`config.mk`:
```
export PLATFORM = sky130hd
export DESIGN_NAME = operand_accum_flat
export DESIGN_NICKNAME = d
export VERILOG_FILES = /design/src/rtl/operand_accum_if.sv /design/src/rtl/operand_accum.sv /design/src/flat_wrapper.sv
export SDC_FILE = /design/constraint.sdc
export NUM_CORES = 1
export LEC_CHECK = 0
export ABC_CLOCK_PERIOD_IN_PS = 4350
export BUFFER_PORTS_ARGS = -buffer_cell sky130_fd_sc_hd__buf_2
export CAP_MARGIN = 30
export CORE_AREA = 2 2 95 97
export CTS_BUF_LIST = sky130_fd_sc_hd__clkbuf_4 sky130_fd_sc_hd__clkbuf_8
export DETAILED_ROUTE_END_ITERATION = 8
export DIE_AREA = 0 0 97 99
export HOLD_SLACK_MARGIN = 0.06
export SLEW_MARGIN = 40
export SYNTH_ARGS = -nofsm -noshare
export SYNTH_HDL_FRONTEND = slang
export SYNTH_SLANG_ARGS = --single-unit
```
`constraint.sdc`:
```
create_clock -name clock -period 4.35 [get_ports clock]
set_input_delay 0.2175 -clock clock [delete_from_list [all_inputs] [get_ports clock]]
set_output_delay 0.2175 -clock clock [all_outputs]
set_load 0.01 [all_outputs]
```
`src/rtl/operand_accum_if.sv`:
```
// Bundles the tracker-side snapshot signals and the valid/ready result port of operand_accum.
interface operand_accum_if #(
    parameter int unsigned W = 8
) ();
    logic             full;
    logic [4*W-1:0]   op_data;
    logic [1:0]       mode;
    logic             clear;
    logic             busy;
    logic [W+1:0]     result;
    logic             result_valid;
    logic             result_ready;

    // master: tracker plus result consumer; slave: the accumulator
    modport master (
        output full, op_data, mode, result_ready,
        input  clear, busy, result, result_valid
    );

    modport slave (
        input  full, op_data, mode, result_ready,
        output clear, busy, result, result_valid
    );
endinterface

```
`src/rtl/operand_accum.sv`:
```
// Snapshots four operands from the tracker when full, reduces them serially
// (sum/max/min/xor) over four cycles and offers the result on a valid/ready port.
module operand_accum #(
    parameter int unsigned W = 8
) (
    input  logic            clock,
    input  logic            rst,
    operand_accum_if.slave  bus
);
    localparam int unsigned AW   = W + 2;
    localparam int unsigned NOPS = 4;
    localparam int unsigned IDXW = 2;

    typedef enum logic [1:0] {
        S_IDLE = 2'd0,
        S_ACC  = 2'd1,
        S_DONE = 2'd2
    } state_t;

    state_t             state_q, state_d;
    logic [IDXW-1:0]    idx_q, idx_d;
    logic [AW-1:0]      acc_q, acc_d;
    logic [NOPS*W-1:0]  ops_q, ops_d;
    logic [1:0]         mode_q, mode_d;
    logic               clear_q, clear_d;
    logic               busy_q, busy_d;
    logic [AW-1:0]      result_q, result_d;
    logic               valid_q, valid_d;
    logic [AW-1:0]      cur_op_c;

    // One reduction step on W+2-bit values; the sum of four W-bit operands cannot overflow
    function automatic logic [AW-1:0] reduce_step(
        input logic [1:0]    md,
        input logic [AW-1:0] a,
        input logic [AW-1:0] b
    );
        logic [AW-1:0] r;
        case (md)
            2'b00:   r = a + b;
            2'b01:   r = (a > b) ? a : b;
            2'b10:   r = (a < b) ? a : b;
            default: r = a ^ b;
        endcase
        return r;
    endfunction

    assign cur_op_c = AW'(ops_q[32'(idx_q) * W +: W]);

    // Next-state and datapath; only the captured operands/mode feed the reduction
    always_comb begin
        state_d  = state_q;
        idx_d    = idx_q;
        acc_d    = acc_q;
        ops_d    = ops_q;
        mode_d   = mode_q;
        clear_d  = 1'b0;
        result_d = result_q;
        valid_d  = valid_q;

        case (state_q)
            S_IDLE: begin
                if (bus.full) begin
                    state_d = S_ACC;
                    idx_d   = '0;
                    ops_d   = bus.op_data;
                    mode_d  = bus.mode;
                    clear_d = 1'b1;
                end
            end
            S_ACC: begin
                if (idx_q == '0) begin
                    acc_d = cur_op_c;
                end else begin
                    acc_d = reduce_step(mode_q, acc_q, cur_op_c);
                end
                idx_d = idx_q + IDXW'(1);
                if (idx_q == IDXW'(NOPS - 1)) begin
                    state_d  = S_DONE;
                    result_d = acc_d;
                    valid_d  = 1'b1;
                end
            end
            S_DONE: begin
                if (bus.result_ready) begin
                    state_d = S_IDLE;
                    valid_d = 1'b0;
                end
            end
            default: begin
                state_d = S_IDLE;
                valid_d = 1'b0;
            end
        endcase

        busy_d = (state_d != S_IDLE);
    end

    // State and output registers; reset discards any operation in flight
    always_ff @(posedge clock or posedge rst) begin
        if (rst) begin
            state_q  <= S_IDLE;
            idx_q    <= '0;
            acc_q    <= '0;
            ops_q    <= '0;
            mode_q   <= '0;
            clear_q  <= 1'b0;
            busy_q   <= 1'b0;
            result_q <= '0;
            valid_q  <= 1'b0;
        end else begin
            state_q  <= state_d;
            idx_q    <= idx_d;
            acc_q    <= acc_d;
            ops_q    <= ops_d;
            mode_q   <= mode_d;
            clear_q  <= clear_d;
            busy_q   <= busy_d;
            result_q <= result_d;
            valid_q  <= valid_d;
        end
    end

    assign bus.clear        = clear_q;
    assign bus.busy         = busy_q;
    assign bus.result       = result_q;
    assign bus.result_valid = valid_q;
endmodule

```
`src/flat_wrapper.sv`:
```
// flat-port wrapper written by rule: the top's interface ports become plain ports
module operand_accum_flat 
#(
    parameter int unsigned W = 8
)
  (clock, rst, bus_full, bus_op_data, bus_mode, bus_result_ready, bus_clear, bus_busy, bus_result, bus_result_valid);
  operand_accum_if #(.W(W)) bus_i ();
  input  logic clock;
  input  logic rst;
  input wire logic [$bits(bus_i.full)-1:0] bus_full;
  input wire logic [$bits(bus_i.op_data)-1:0] bus_op_data;
  input wire logic [$bits(bus_i.mode)-1:0] bus_mode;
  input wire logic [$bits(bus_i.result_ready)-1:0] bus_result_ready;
  output wire logic [$bits(bus_i.clear)-1:0] bus_clear;
  output wire logic [$bits(bus_i.busy)-1:0] bus_busy;
  output wire logic [$bits(bus_i.result)-1:0] bus_result;
  output wire logic [$bits(bus_i.result_valid)-1:0] bus_result_valid;
  assign bus_i.full = bus_full;
  assign bus_i.op_data = bus_op_data;
  assign bus_i.mode = bus_mode;
  assign bus_i.result_ready = bus_result_ready;
  assign bus_clear = bus_i.clear;
  assign bus_busy = bus_i.busy;
  assign bus_result = bus_i.result;
  assign bus_result_valid = bus_i.result_valid;
  operand_accum #(.W(W)) u_core (.clock(clock), .rst(rst), .bus(bus_i));
endmodule
```
; ---- Yosys cells after proc, flatten, opt, wreduce, memory -nomap -nowiden
; Cells that the tools add are included.
[totals]
word_cells = 48
output_inout_bits = 13
inputBits = 38
regBits = 61
[classes]
order_cmp = 2
muxes = 15
shifts = 1
reduce_logical = 9
add_sub_neg = 2
bitwise_logic = 2
n_eq_ne = 8
[ops]
columns = operator, n
row1 = indexed part select 32 x 6 -> 8 bit, 1
row2 = 2-to-1 mux 10 bit, 3
row3 = case mux 10 bit (3 select lines), 1
row4 = adder 10 x 8 -> 10 bit, 1
row5 = > comparator 10 x 8 -> 1 bit, 1
row6 = < comparator 10 x 8 -> 1 bit, 1
row7 = bitwise XOR 10 x 8 -> 10 bit, 1
row8 = 2-to-1 mux 2 bit, 4
row9 = equality test 2 bit (second input constant), 3
row10 = zero test 2 bit, 3
row11 = case mux 2 bit (3 select lines), 1
row12 = AND reduction 2 bit, 3
row13 = equality test 2 x 1 -> 1 bit (second input constant), 2
row14 = 2-to-1 mux 1 bit, 4
row15 = != test 2 bit (second input constant), 2
row16 = case mux 2 bit (2 select lines), 1
row17 = nonzero test 2 bit, 2
row18 = case mux 1 bit (3 select lines), 1
row19 = AND reduction 3 bit, 1
row20 = adder 2 x 1 -> 2 bit (second input constant), 1
row21 = != test 2 x 1 -> 1 bit (second input constant), 1
row22 = NOT 1 bit, 1

; ---- Longest topological paths before layout
; Gate-level depths: netlist of run 1.
[depth]
word_depth = 5
ltp_mapped = 13
mapped_depth_nobuf = 12

; ---- Least setup slack after synthesis of run 1
; No wires, ideal clock.
[synth_path]
kind = register to register
startpoint = reg u_core.idx_q[0]
endpoint = reg u_core.acc_q[6]
t_required_ns = 4.216
arrival_ns = 3.027
n_path_buf = 3
setup_slack_ns = 1.189
stages_incl_launch_ff = 14
setup_ns = 0.134
cell_sequence = dfrtp_1 -> buf_2 -> mux4_2 -> inv_1 -> ha_1 -> buf_4 -> nand4_2 -> nor4_2 -> a31o_4 -> nand2b_4 -> buf_6 -> mux2_4 -> a311oi_2 -> o31ai_1
[synth_between]
elab_chain_len = 5
[synth_rtl]
columns = element, line
row1 = start: declaration, operand_accum.sv:21  ; logic [IDXW-1:0] idx_q, idx_d;
row2 = start signal: assignment, operand_accum.sv:112  ; idx_q <= idx_d;
row3 = indexed part select 32 x 6 -> 8 bit, operand_accum.sv:47  ; assign cur_op_c = AW'(ops_q[32'(idx_q) * W +: W]);
row4 = < comparator 10 x 8 -> 1 bit / > comparator 10 x 8 -> 1 bit (equally long branches), "operand_accum.sv:41, operand_accum.sv:40"
row5 = "2-to-1 mux 10 bit, on equally long branches", "operand_accum.sv:41, operand_accum.sv:40"
row6 = case mux 10 bit (3 select lines), operand_accum.sv:38  ; case (md)
row7 = 2-to-1 mux 10 bit *, operand_accum.sv:71  ; if (idx_q == '0) begin
row8 = end signal: assignment, operand_accum.sv:103  ; acc_q <= '0;
row9 = end signal: assignment, operand_accum.sv:113  ; acc_q <= acc_d;
row10 = end: declaration, operand_accum.sv:22  ; logic [AW-1:0] acc_q, acc_d;
; Mark *: on every way between the ends. The rest lies on a longest branch, timed or not.
; A chain may end at the register's enable or synchronous reset.

; ---- Worst setup path after layout of run 1
; Same ends and word-level chain as after synthesis.

==> metrics.md, run 1 <==
| Metric | Value |
|---|---|
| DRT antenna net count | 0 |
| Largest net degree at the start of global routing | 62 |
| #FFs+latches synth | 61 |
| Primary FF master, synth | dfrtp_1 |
| Clock Path Buffers | 2 |
| CP Launch Type | flop |
| Post-synthesis sequential area ratio | 0.404 |
| FILL cells | 786 |
| GP Congestion | 0.910 |
| Core area | 8550 um^2 |
| Clock Latency Late Sink | 0.34 ns |
| Die Span Y | 99 um |
| Share of the synthesized area in the top cell type | 0.404 |
| Placed cell count | 496 |
| Setup TNS | 0 ns |
| Total CTS buffers | 9 |
| Root Buffer | clkbuf_8 |
| Sequential Area | 1530 um^2 |
| Post-route insts no fill | 513 |
| DIE WIDTH | 97 um |
| Nets | 457 |
| Top cells by area, synth | dfrtp_1 (40%), mux2_2 (9.5%), ha_1 (6.0%) |
| DR iter-0 viols | 156 |
| Max H-tree Level | 3 |
| Arr. time, crit path | 3.77 ns |
| Crit Path Class | flop to flop |
| WL/cell | 17.1 um |
| Post-CTS Setup Inserts | 0 |
| Area of the mapped netlist | 3770 um^2 |
| Final setup violation count | 0 |
| Max_cap viols | 0 |
| Die ar. | 9600 um^2 |
| Placed Area | 4110 um^2 |
| CTS tree | done |
| DRT Wirelength | 8.76 mm |
| Initial DRT Pass Iterations | 4 |
| Netlist cell types | 65 |
| Clock skew | 0.00963 ns |
| CP endpoint kind | flop |
| Worst R2R Path Depth | 10 |
| Top Ports | 51 |
| Fin area | 4320 um^2 |
| Synth-to-layout area growth | 14.3% |
| Tot GR Track Use | 0.192 |
| Critical path fanouts, max | 13 |
| Synth Warn # | 0 |
| Slew @ Worst Pin | 0.714 ns |
| Layout cell share with drive strength beyond 1 | 0.338 |
| Mapped Cells | 352 |
| Required time of the critical path | 4.55 ns |
| Fin crit share | 0.822 |
| Final Hold Fails | 0 |
| Rows | 34 |
| Max Transition Viols Final | 0 |
| First-pass GRT wire length | 14.6 mm |
| Initial Util | 0.441 |
| Slew HR | 0.522 |
| Synthesized net count | 409 |
| Number of global-route vias before repair | 2905 |
| Initial antenna violation count | 0 |
| # DRC | 0 |
| Port-buffer cells | 50 |
| Fmax | 280 MHz |
| Mapped Avg Cell Area | 10.7 um^2 |
| Clk sink count | 61 |
| Vias | 2893 |
| Post-synth top cells | dfrtp_1 (61), mux2_2 (32), nor2_1 (31), nand2_1 (28), inv_1 (19) |
| Count leader, synth | dfrtp_1 |
| Min Hold Slack | 0.0858 ns |
| Routed vias/inst | 5.64 |
| Post-synth top area cell | dfrtp_1 |
| Clock-pin slew on the worst setup and hold paths | 0.07 ns |
| Hpwl dp | 6.46 mm |
| Crit path time final | 3.57 ns |
| Async set or reset register ratio after synthesis | 1.00 |
| RSZ-0062 raised after global routing | no |
| Gr ovfl total | 0 |
| Post-synth EDFFs | 0 |
| Hold Crit Class | input port to flop |
| Outcome | completed |
| Diodes inserted | 0 |
| Hold path depth | 3 |
| Footprint of the multi-input gates | 2070 um^2 |
layout by cell type (no fill, tap or decap), drive strengths merged, types with 3 or more instances in the layout:
cell type / count
o21ai: 15
clkbuf: 10
nor2: 31
ha: 18
nor2b: 4
mux4: 7
a31oi: 4
o311a: 3
a31o: 5
inv: 19
a21oi: 14
o21bai: 3
xnor2: 3
clkinv: 4
mux2i: 13
nor3: 3
nand2: 28
o221a: 4
a22o: 3
a211oi: 5
a221oi: 6
o31ai: 3
nand4: 3
o211ai: 5
buf: 56
mux2: 33
nand3: 3
nand2b: 6
dfrtp: 61
cells by family after synthesis:
| group | share of synthesized area |
|---|---|
| DFF | 0.404 |
| and+or+nand+nor | 0.120 |
| xor gates and xnor gates | 0.00928 |
| adders and majority gates | 0.0650 |
| AOI/OAI and AO/OA | 0.179 |
| buffers and inverters | 0.0474 |
| muxes | 0.176 |
final timing paths:
kind	slack (ns)	endpoint	startpoint
max	0.78	u_core.acc_q[6]	u_core.idx_q[0]
min	0.09	u_core.mode_q[1]	bus_mode[1]
max reg2reg	0.78	u_core.acc_q[6]	u_core.idx_q[0]
min reg2reg	0.48	u_core.bus.result_valid	u_core.bus.result_valid
max in group asynchronous	3.39	u_core.bus.result[4]	rst
min in group asynchronous	0.57	u_core.ops_q[23]	rst
repair_timing:
| action | 4_1_cts | 5_1_grt |
|---|---|---|
| setup endpoints to repair | 0 | 0 |
| hold buffers | 0 | 1 |
| endpoints found under the hold margin | 0 | 26 |
| resized for setup | 0 | 0 |
per-layer routing:
layer	track usage	part of all wire	wire length (um)	vias up
met5	0	0	0	-
met4	0.0542	0.012	102	0
met3	0.0426	0.041	362	8
met2	0.309	0.47	4090	66
met1	0.263	0.48	4210	1435
li1	-	-	-	1384
registers in the layout, summed over array words and instances, names as in the netlist:
register                 flops
u_core.acc_q                10
u_core.ops_q                32
u_core.idx_q                 2
u_core.bus.result           10
u_core.mode_q                2
u_core.bus.result_valid      1
u_core.state_q               2
u_core.bus.busy              1
u_core.bus.clear             1
worst max-delay path: stages (launching register included):
cell and delay, ns:
dfrtp_1 0.76, mux4_2 0.66, inv_1 0.08, ha_1 0.29, nand2b_1 0.21, a221oi_1 0.44, o21ai_0 0.16, a211oi_1 0.34
a221oi_2 0.07, a311oi_2 0.31, o31ai_1 0.12
through the flow:
stage / setup slack [ns] / utilization
floorplan: 1.19 / -
global placement: 0.826 / 0.480
detailed placement: 0.794 / 0.480
CTS: 0.759 / 0.503
global route: 0.416 / 0.505
finish: 0.776 / 0.505
final cells by class:
class | count | share of cell area
tap | 108 | 0.0313
timing repair buffer | 57 | 0.0716
inverter | 20 | 0.0174
clock inverter | 6 | 0.0148
clock buffer | 10 | 0.0304
multi-input combinational | 251 | 0.481
sequential | 61 | 0.354
Power of run 1 is not shown: default switching activity piles up to over one toggle a cycle in this logic, so the estimate is an artifact.
==> run 2: changes to the inputs <==
Settings changed: ABC_AREA set to 1, ABC_CLOCK_PERIOD_IN_PS 4350 to 3000, CORE_AREA 2 2 95 97 to 2 2 96 98, DIE_AREA 0 0 97 99 to 0 0 98 100, PLACE_DENSITY set to 0.66.
Clock period 4.35 ns to 3 ns, I/O delays scaled along.
==> metrics.md, run 2 <==
| Metric | Value |
|---|---|
| Outcome | completed (unchanged) |
| # DRC | 0 (unchanged) |
| Crit Path Class | flop to flop (unchanged) |
| Max H-tree Level | 3 (unchanged) |
| Post-synth top area cell | dfrtp_1 (unchanged) |
| Slew @ Worst Pin | 0.606 ns (was 0.714 ns) |
| Area of the mapped netlist | 3820 um^2 (was 3770 um^2) |
| RSZ-0062 raised after global routing | no (unchanged) |
| Fin crit share | 0.905 (was 0.822) |
| Placed cell count | 711 (was 496) |
| Final setup violation count | 0 (unchanged) |
| Mapped Cells | 557 (was 352) |
| Top cells by area, synth | dfrtp_1 (40%), nand2_1 (26%), nand3_1 (7.7%) (was dfrtp_1 (40%), mux2_2 (9.5%), ha_1 (6.0%)) |
| Crit-path slowest cell | dfrtp_1 (unchanged) |
| Layout cell share with drive strength beyond 1 | 0.159 (was 0.338) |
| Netlist cell types | 30 (was 65) |
| Slew HR | 0.594 (was 0.522) |
| Initial DRT Pass Iterations | 5 (was 4) |
| Hold Crit Class | input port to flop (unchanged) |
| Crit path time final | 2.71 ns (was 3.57 ns) |
| Top Ports | 51 (unchanged) |
| Critical path fanouts, max | 7 (was 13) |
| Setup ws final | 0.285 ns (was 0.776 ns) |
| Setup TNS | 0 ns (unchanged) |
| CP Launch Type | flop (unchanged) |
| Post-synth top cells | nand2_1 (266), dfrtp_1 (61), nand3_1 (59), inv_1 (51), o21ai_0 (21) (was dfrtp_1 (61), mux2_2 (32), nor2_1 (31), nand2_1 (28), inv_1 (19)) |
| CP endpoint kind | flop (unchanged) |
| Vias | 3850 (was 2893) |
| Routed vias/inst | 5.02 (was 5.64) |
| CP dominant cell by count | nand2_1 |
| Nets | 708 (was 457) |
| Gr ovfl total | 0 (unchanged) |
| CP cell instances | buf_4, a21oi_1, o21ai_0, nand2_1, inv_1, ha_1, fa_2, nand3_1, nand2_1, a21oi_2, or2_2, nand3_1, nand3_1, nand2_1, nand2_1, nand2_1, nand2_1 (was mux4_2, inv_1, ha_1, nand2b_1, a221oi_1, o21ai_0, a211oi_1, a221oi_2, a311oi_2, o31ai_1) |
| Largest Register | u_core.ops_q (unchanged) |
| PwrDens | 1340 nW/um^2 |
| Min Hold Slack | 0.127 ns (was 0.0858 ns) |
| GP Congestion | 0.922 (was 0.910) |
| Total CTS buffers | 9 (unchanged) |
| Clock Path Buffers | 2 (unchanged) |
| First-pass GRT wire length | 18.7 mm (was 14.6 mm) |
| Async set or reset register ratio after synthesis | 1.00 (unchanged) |
| Fmax | 368 MHz (was 280 MHz) |
| DIE WIDTH | 98 um (was 97 um) |
| #FFs+latches synth | 61 (unchanged) |
| Synth-to-layout area growth | 26.5% (was 14.3%) |
| Final Util | 0.544 (was 0.505) |
| Arr. time, crit path | 3.01 ns (was 3.77 ns) |
| Pleak | 2.71 nW |
| DR iter-0 viols | 193 (was 156) |
| Place WS | 0.215 ns (was 0.794 ns) |
| CP delay by family, top | simple AND/OR/NAND/NOR gates (was compound AO/OA/AOI/OAI gates) |
| DRT Wirelength | 11.1 mm (was 8.76 mm) |
| Placed Area | 4200 um^2 (was 4110 um^2) |
| Number of global-route vias before repair | 3818 (was 2905) |
| Diodes inserted | 0 (unchanged) |
| Clk sink count | 61 (unchanged) |
| Max reg flops | 32 (unchanged) |
| Die Span Y | 100 um (was 99 um) |
| Post-synthesis sequential area ratio | 0.399 (was 0.404) |
| Fin area | 4830 um^2 (was 4320 um^2) |
| Max VDD drop | 0.000562 V |
| Core area | 8890 um^2 (was 8550 um^2) |
| Rows | 35 (was 34) |
| Crit path buf inv count | 2 (was 1) |
| Synthesized net count | 614 (was 409) |
| Port-buffer cells | 50 (unchanged) |
| Die ar. | 9800 um^2 (was 9600 um^2) |
| DRT antenna net count | 0 (unchanged) |
| Clock-pin slew on the worst setup and hold paths | 0.08 ns (was 0.07 ns) |
| Commonest non-fill, non-tap cell in the layout | nand2_1 (was dfrtp_1) |
| Commonest cells after routing, fill and taps aside | nand2_1 (266), dfrtp_1 (61), nand3_1 (59) (was dfrtp_1 (61), buf_2 (50), mux2_2 (32)) |
| Overall power | 6.50 mW |
| Hpwl dp | 7.42 mm (was 6.46 mm) |
| CTS tree | done (unchanged) |
| Mapped Avg Cell Area | 6.86 um^2 (was 10.7 um^2) |
| Largest net degree at the start of global routing | 62 (unchanged) |
| Max stage delay on crit path | 0.45 ns (was 0.76 ns) |
| Root Buffer | clkbuf_8 (unchanged) |
| Count leader, synth | nand2_1 (was dfrtp_1) |
| Clock skew | 0.0118 ns (was 0.00963 ns) |
| Initial Util | 0.430 (was 0.441) |
| Initial antenna violation count | 0 (unchanged) |
| Primary FF master, synth | dfrtp_1 (unchanged) |
| Share of the synthesized area in the top cell type | 0.399 (was 0.404) |
| Synth Warn # | 0 (unchanged) |
| Clock Latency Late Sink | 0.35 ns (was 0.34 ns) |
| Final Hold Fails | 0 (unchanged) |
| Post-synth EDFFs | 0 (unchanged) |
| Required time of the critical path | 3.29 ns (was 4.55 ns) |
| WL/cell | 14.4 um (was 17.1 um) |
| Post-route insts no fill | 767 (was 513) |
| Tot GR Track Use | 0.238 (was 0.192) |
| Max_cap viols | 0 (unchanged) |
| Max Transition Viols Final | 0 (unchanged) |
run 2: cell count changes after synthesis, moves of 13 or more:
cell / delta
inv_1: +32
nand2_1: +238
mux2i_1: -13
mux2_2: -32
nand3_1: +56
nor2_1: -17
run 2: cell type report:
type	count	area, um^2
Inverter	57	214
Tap cell	111	139
Timing Repair Buffer	97	694
Multi-Input combinational cell	425	2040
Fill cell	839	4060
Clock buffer	9	124
Clock inverter	7	98.8
Sequential cell	61	1530
run 2: kinds of logic (layout without fill, tap and decap cells):
family	count (synthesis)	in the layout	synth area share
AND/OR/NAND/NOR	364	365	0.405
adder cells (fa/ha/maj)	19	19	0.0642
AO/OA/AOI/OAI	41	41	0.0560
buffers and inverters	72	170	0.0753
flip-flops	61	61	0.399
run 2: what timing repair did:
item / CTS / global route
setup endpoints to repair: 0 / 18
hold buffers: 35 / 0
gates resized for setup: 0 / 6
setup buffers: 0 / 4
hold endpoints to repair: 75 / 0
run 2: final timing paths:
path	from	endpoint	slack, ns	depth (start not counted)
min reg2reg	u_core.bus.result[4]	u_core.bus.result[4]	0.48	2
min in group asynchronous	rst	u_core.ops_q[31]	0.47	4
max reg2reg	u_core.idx_q[1]	u_core.bus.result[6]	0.29	17
max	u_core.idx_q[1]	u_core.bus.result[6]	0.29	17
min	bus_result_ready	u_core.state_q[1]	0.13	3
max in group asynchronous	rst	u_core.bus.result[0]	2.10	4
run 2: metal layers:
| layer | part of all wire | up-vias | GRT usage |
|---|---|---|---|
| met5 | 0 | - | 0 |
| met4 | 0.022 | 0 | 0.0791 |
| met3 | 0.032 | 24 | 0.0362 |
| met2 | 0.49 | 96 | 0.405 |
| met1 | 0.46 | 1780 | 0.311 |
| li1 | - | 1950 | - |
run 2: worst register-to-register path, delay by kind of cell (launching register included):
family,cells,cell delay [ns]
simple gates,10,0.90
fa+ha+maj,2,0.68
flops,1,0.45
compound gates,3,0.36
buf+inv,2,0.27
run 2: report_power, final:
part           internal, mW  switching (mW)
clock                 0.472           0.378
sequential             1.21           0.305
combinational          1.45            2.68
Power figures use the tool's default switching activity.
==> run 3: changes to the inputs <==
Settings changed: CORE_AREA 2 2 96 98 to 2 2 107 88, DIE_AREA 0 0 98 100 to 0 0 109 90.
==> metrics.md, run 3 (synthesis gave the netlist of run 2 again) <==
| Metric | Value |
|---|---|
| Outcome | completed (unchanged) |
| Fin crit share | 0.914 (was 0.905) |
| Crit Path Class | flop to flop (unchanged) |
| Reg2reg end | u_core.acc_q[1] (was u_core.bus.result[6]) |
| Commonest non-fill, non-tap cell in the layout | nand2_1 (unchanged) |
| Max H-tree Level | 3 (unchanged) |
| Diodes inserted | 0 (unchanged) |
| Tot GR Track Use | 0.249 (was 0.238) |
| DR iter-0 viols | 441 (was 193) |
| CTS tree | done (unchanged) |
| Number of global-route vias before repair | 3755 (was 3818) |
| Root Buffer | clkbuf_8 (unchanged) |
| RSZ-0062 raised after global routing | no (unchanged) |
| Crit path time final | 2.74 ns (was 2.71 ns) |
| Core area | 8800 um^2 (was 8890 um^2) |
| GP Congestion | 1.03 (was 0.922) |
| Min Hold Slack | 0.109 ns (was 0.127 ns) |
| R2r setup slk | 0.26 ns (was 0.29 ns) |
| Hold Path Sink | u_core.state_q[1] (unchanged) |
| Layout cell share with drive strength beyond 1 | 0.162 (was 0.159) |
| Pleak | 2.75 nW (was 2.71 nW) |
| Setup TNS | 0 ns (unchanged) |
| Die Span Y | 90 um (was 100 um) |
| Slew @ Worst Pin | 0.619 ns (was 0.606 ns) |
| CP Launch Type | flop (unchanged) |
| First-pass GRT wire length | 18.9 mm (was 18.7 mm) |
| Final Hold Fails | 0 (unchanged) |
| Vias | 3924 (was 3850) |
| Nets | 714 (was 708) |
| Clock Path Buffers | 2 (unchanged) |
| Initial Util | 0.434 (was 0.430) |
| Total CTS buffers | 9 (unchanged) |
| Initial antenna violation count | 0 (unchanged) |
| Clk sink count | 61 (unchanged) |
| Routed vias/inst | 5.05 (was 5.02) |
| DRT antenna net count | 0 (unchanged) |
| Clock skew | 0.0170 ns (was 0.0118 ns) |
| Initial DRT Pass Iterations | 7 (was 5) |
| Port-buffer cells | 50 (unchanged) |
| DIE WIDTH | 109 um (was 98 um) |
| Worst R2R Path Depth | 17 (unchanged) |
| Hold Crit Class | input port to flop (unchanged) |
| Hold path depth | 3 (unchanged) |
| Max VDD drop | 0.000587 V (was 0.000562 V) |
| Largest Register | u_core.ops_q (unchanged) |
| Commonest cells after routing, fill and taps aside | nand2_1 (266), dfrtp_1 (61), nand3_1 (59) (unchanged) |
| Gr ovfl total | 0 (unchanged) |
| Clock-pin slew on the worst setup and hold paths | 0.07 ns (was 0.08 ns) |
| Reg2reg start | u_core.idx_q[0] (was u_core.idx_q[1]) |
| PwrDens | 1360 nW/um^2 (was 1340 nW/um^2) |
| Final setup violation count | 0 (unchanged) |
| Hold Crit Start | bus_result_ready (unchanged) |
| Largest net degree at the start of global routing | 38 (was 62) |
| Hpwl dp | 8.05 mm (was 7.42 mm) |
| DRT Wirelength | 11.3 mm (was 11.1 mm) |
| Rows | 31 (was 35) |
| FILL cells | 841 (was 839) |
| # DRC | 0 (unchanged) |
| CP endpoint kind | flop (unchanged) |
| Synth-to-layout area growth | 27.5% (was 26.5%) |
| Max reg flops | 32 (unchanged) |
| Fmax | 365 MHz (was 368 MHz) |
| Clock Latency Late Sink | 0.36 ns (was 0.35 ns) |
| Die ar. | 9810 um^2 (was 9800 um^2) |
| Max Transition Viols Final | 0 (unchanged) |
| Top Ports | 51 (unchanged) |
| Required time of the critical path | 3.22 ns (was 3.29 ns) |
| Arr. time, crit path | 2.96 ns (was 3.01 ns) |
| WL/cell | 14.6 um (was 14.4 um) |
| Critical path fanouts, max | 13 (was 7) |
| Max_cap viols | 0 (unchanged) |
| Slew HR | 0.586 (was 0.594) |
## run 3: layout make-up
type | count | area [um^2] | share of cell area
clock buffer | 13 | 160 | 0.0329
clock inverter | 3 | 68.8 | 0.0141
inverter | 57 | 216 | 0.0444
multi-input combinational | 425 | 2020 | 0.415
sequential | 61 | 1530 | 0.313
tap | 115 | 144 | 0.0295
timing repair buffer | 103 | 736 | 0.151
## run 3: worst max-delay path, cell delays in order, from the launching register on
cell and delay [ns]:
dfrtp_1 0.40, buf_4 0.20, nand2_1 0.10, nand3_1 0.09, nand2_1 0.13, ha_2 0.43
nand2_2 0.08, nor2_4 0.18, nand2_2 0.17, nand3_4 0.18, buf_4 0.14, nand3_1 0.05
nand3_1 0.09, nand2_1 0.06, nand2_1 0.05, nand2_1 0.10, nand2_1 0.08, o21ai_1 0.07
## run 3: layer usage
layer / up-vias / GRT usage / routed length, um
met4: 0 / 0.0630 / 167
li1: 1958 / - / -
met1: 1794 / 0.382 / 5630
met3: 16 / 0.0471 / 753
met5: - / 0 / 0
met2: 156 / 0.359 / 4770
## run 3: worst max-delay path by stage
stage / slack [ns] / startpoint / end
floorplan: 0.47 / u_core.idx_q[0] / u_core.bus.result[2]
global route: 0.02 / u_core.idx_q[0] / u_core.bus.result[5]
CTS: 0.22 / u_core.idx_q[0] / u_core.bus.result[5]
finish: 0.26 / u_core.idx_q[0] / u_core.acc_q[1]
global placement: 0.30 / u_core.idx_q[0] / u_core.bus.result[5]
detailed placement: 0.24 / u_core.idx_q[0] / u_core.bus.result[0]
## run 3: stage by stage
stage	setup slack [ns]	instance area, um^2	total power, mW	util	std cells
floorplan	0.467	3820	4.39	-	557
global placement	0.297	4260	5.52	0.484	723
detailed placement	0.238	4260	5.52	0.484	723
CTS	0.217	4840	6.45	0.550	774
global route	0.0249	4870	7.26	0.553	777
finish	0.259	4870	6.61	0.553	777
## run 3: where the power goes
group	switching [mW]	internal [mW]	leakage, nW	total, mW
Clock	0.334	0.520	0.118	0.854
Combinational	2.72	1.48	1.87	4.20
Sequential	0.350	1.21	0.764	1.56
## run 3: repair_timing
action / 4_1_cts / 5_1_grt
gates resized for setup: 0 / 4
setup endpoints to repair: 0 / 17
setup buffers: 0 / 2
endpoints found under the hold margin: 55 / 0
hold buffers: 35 / 0
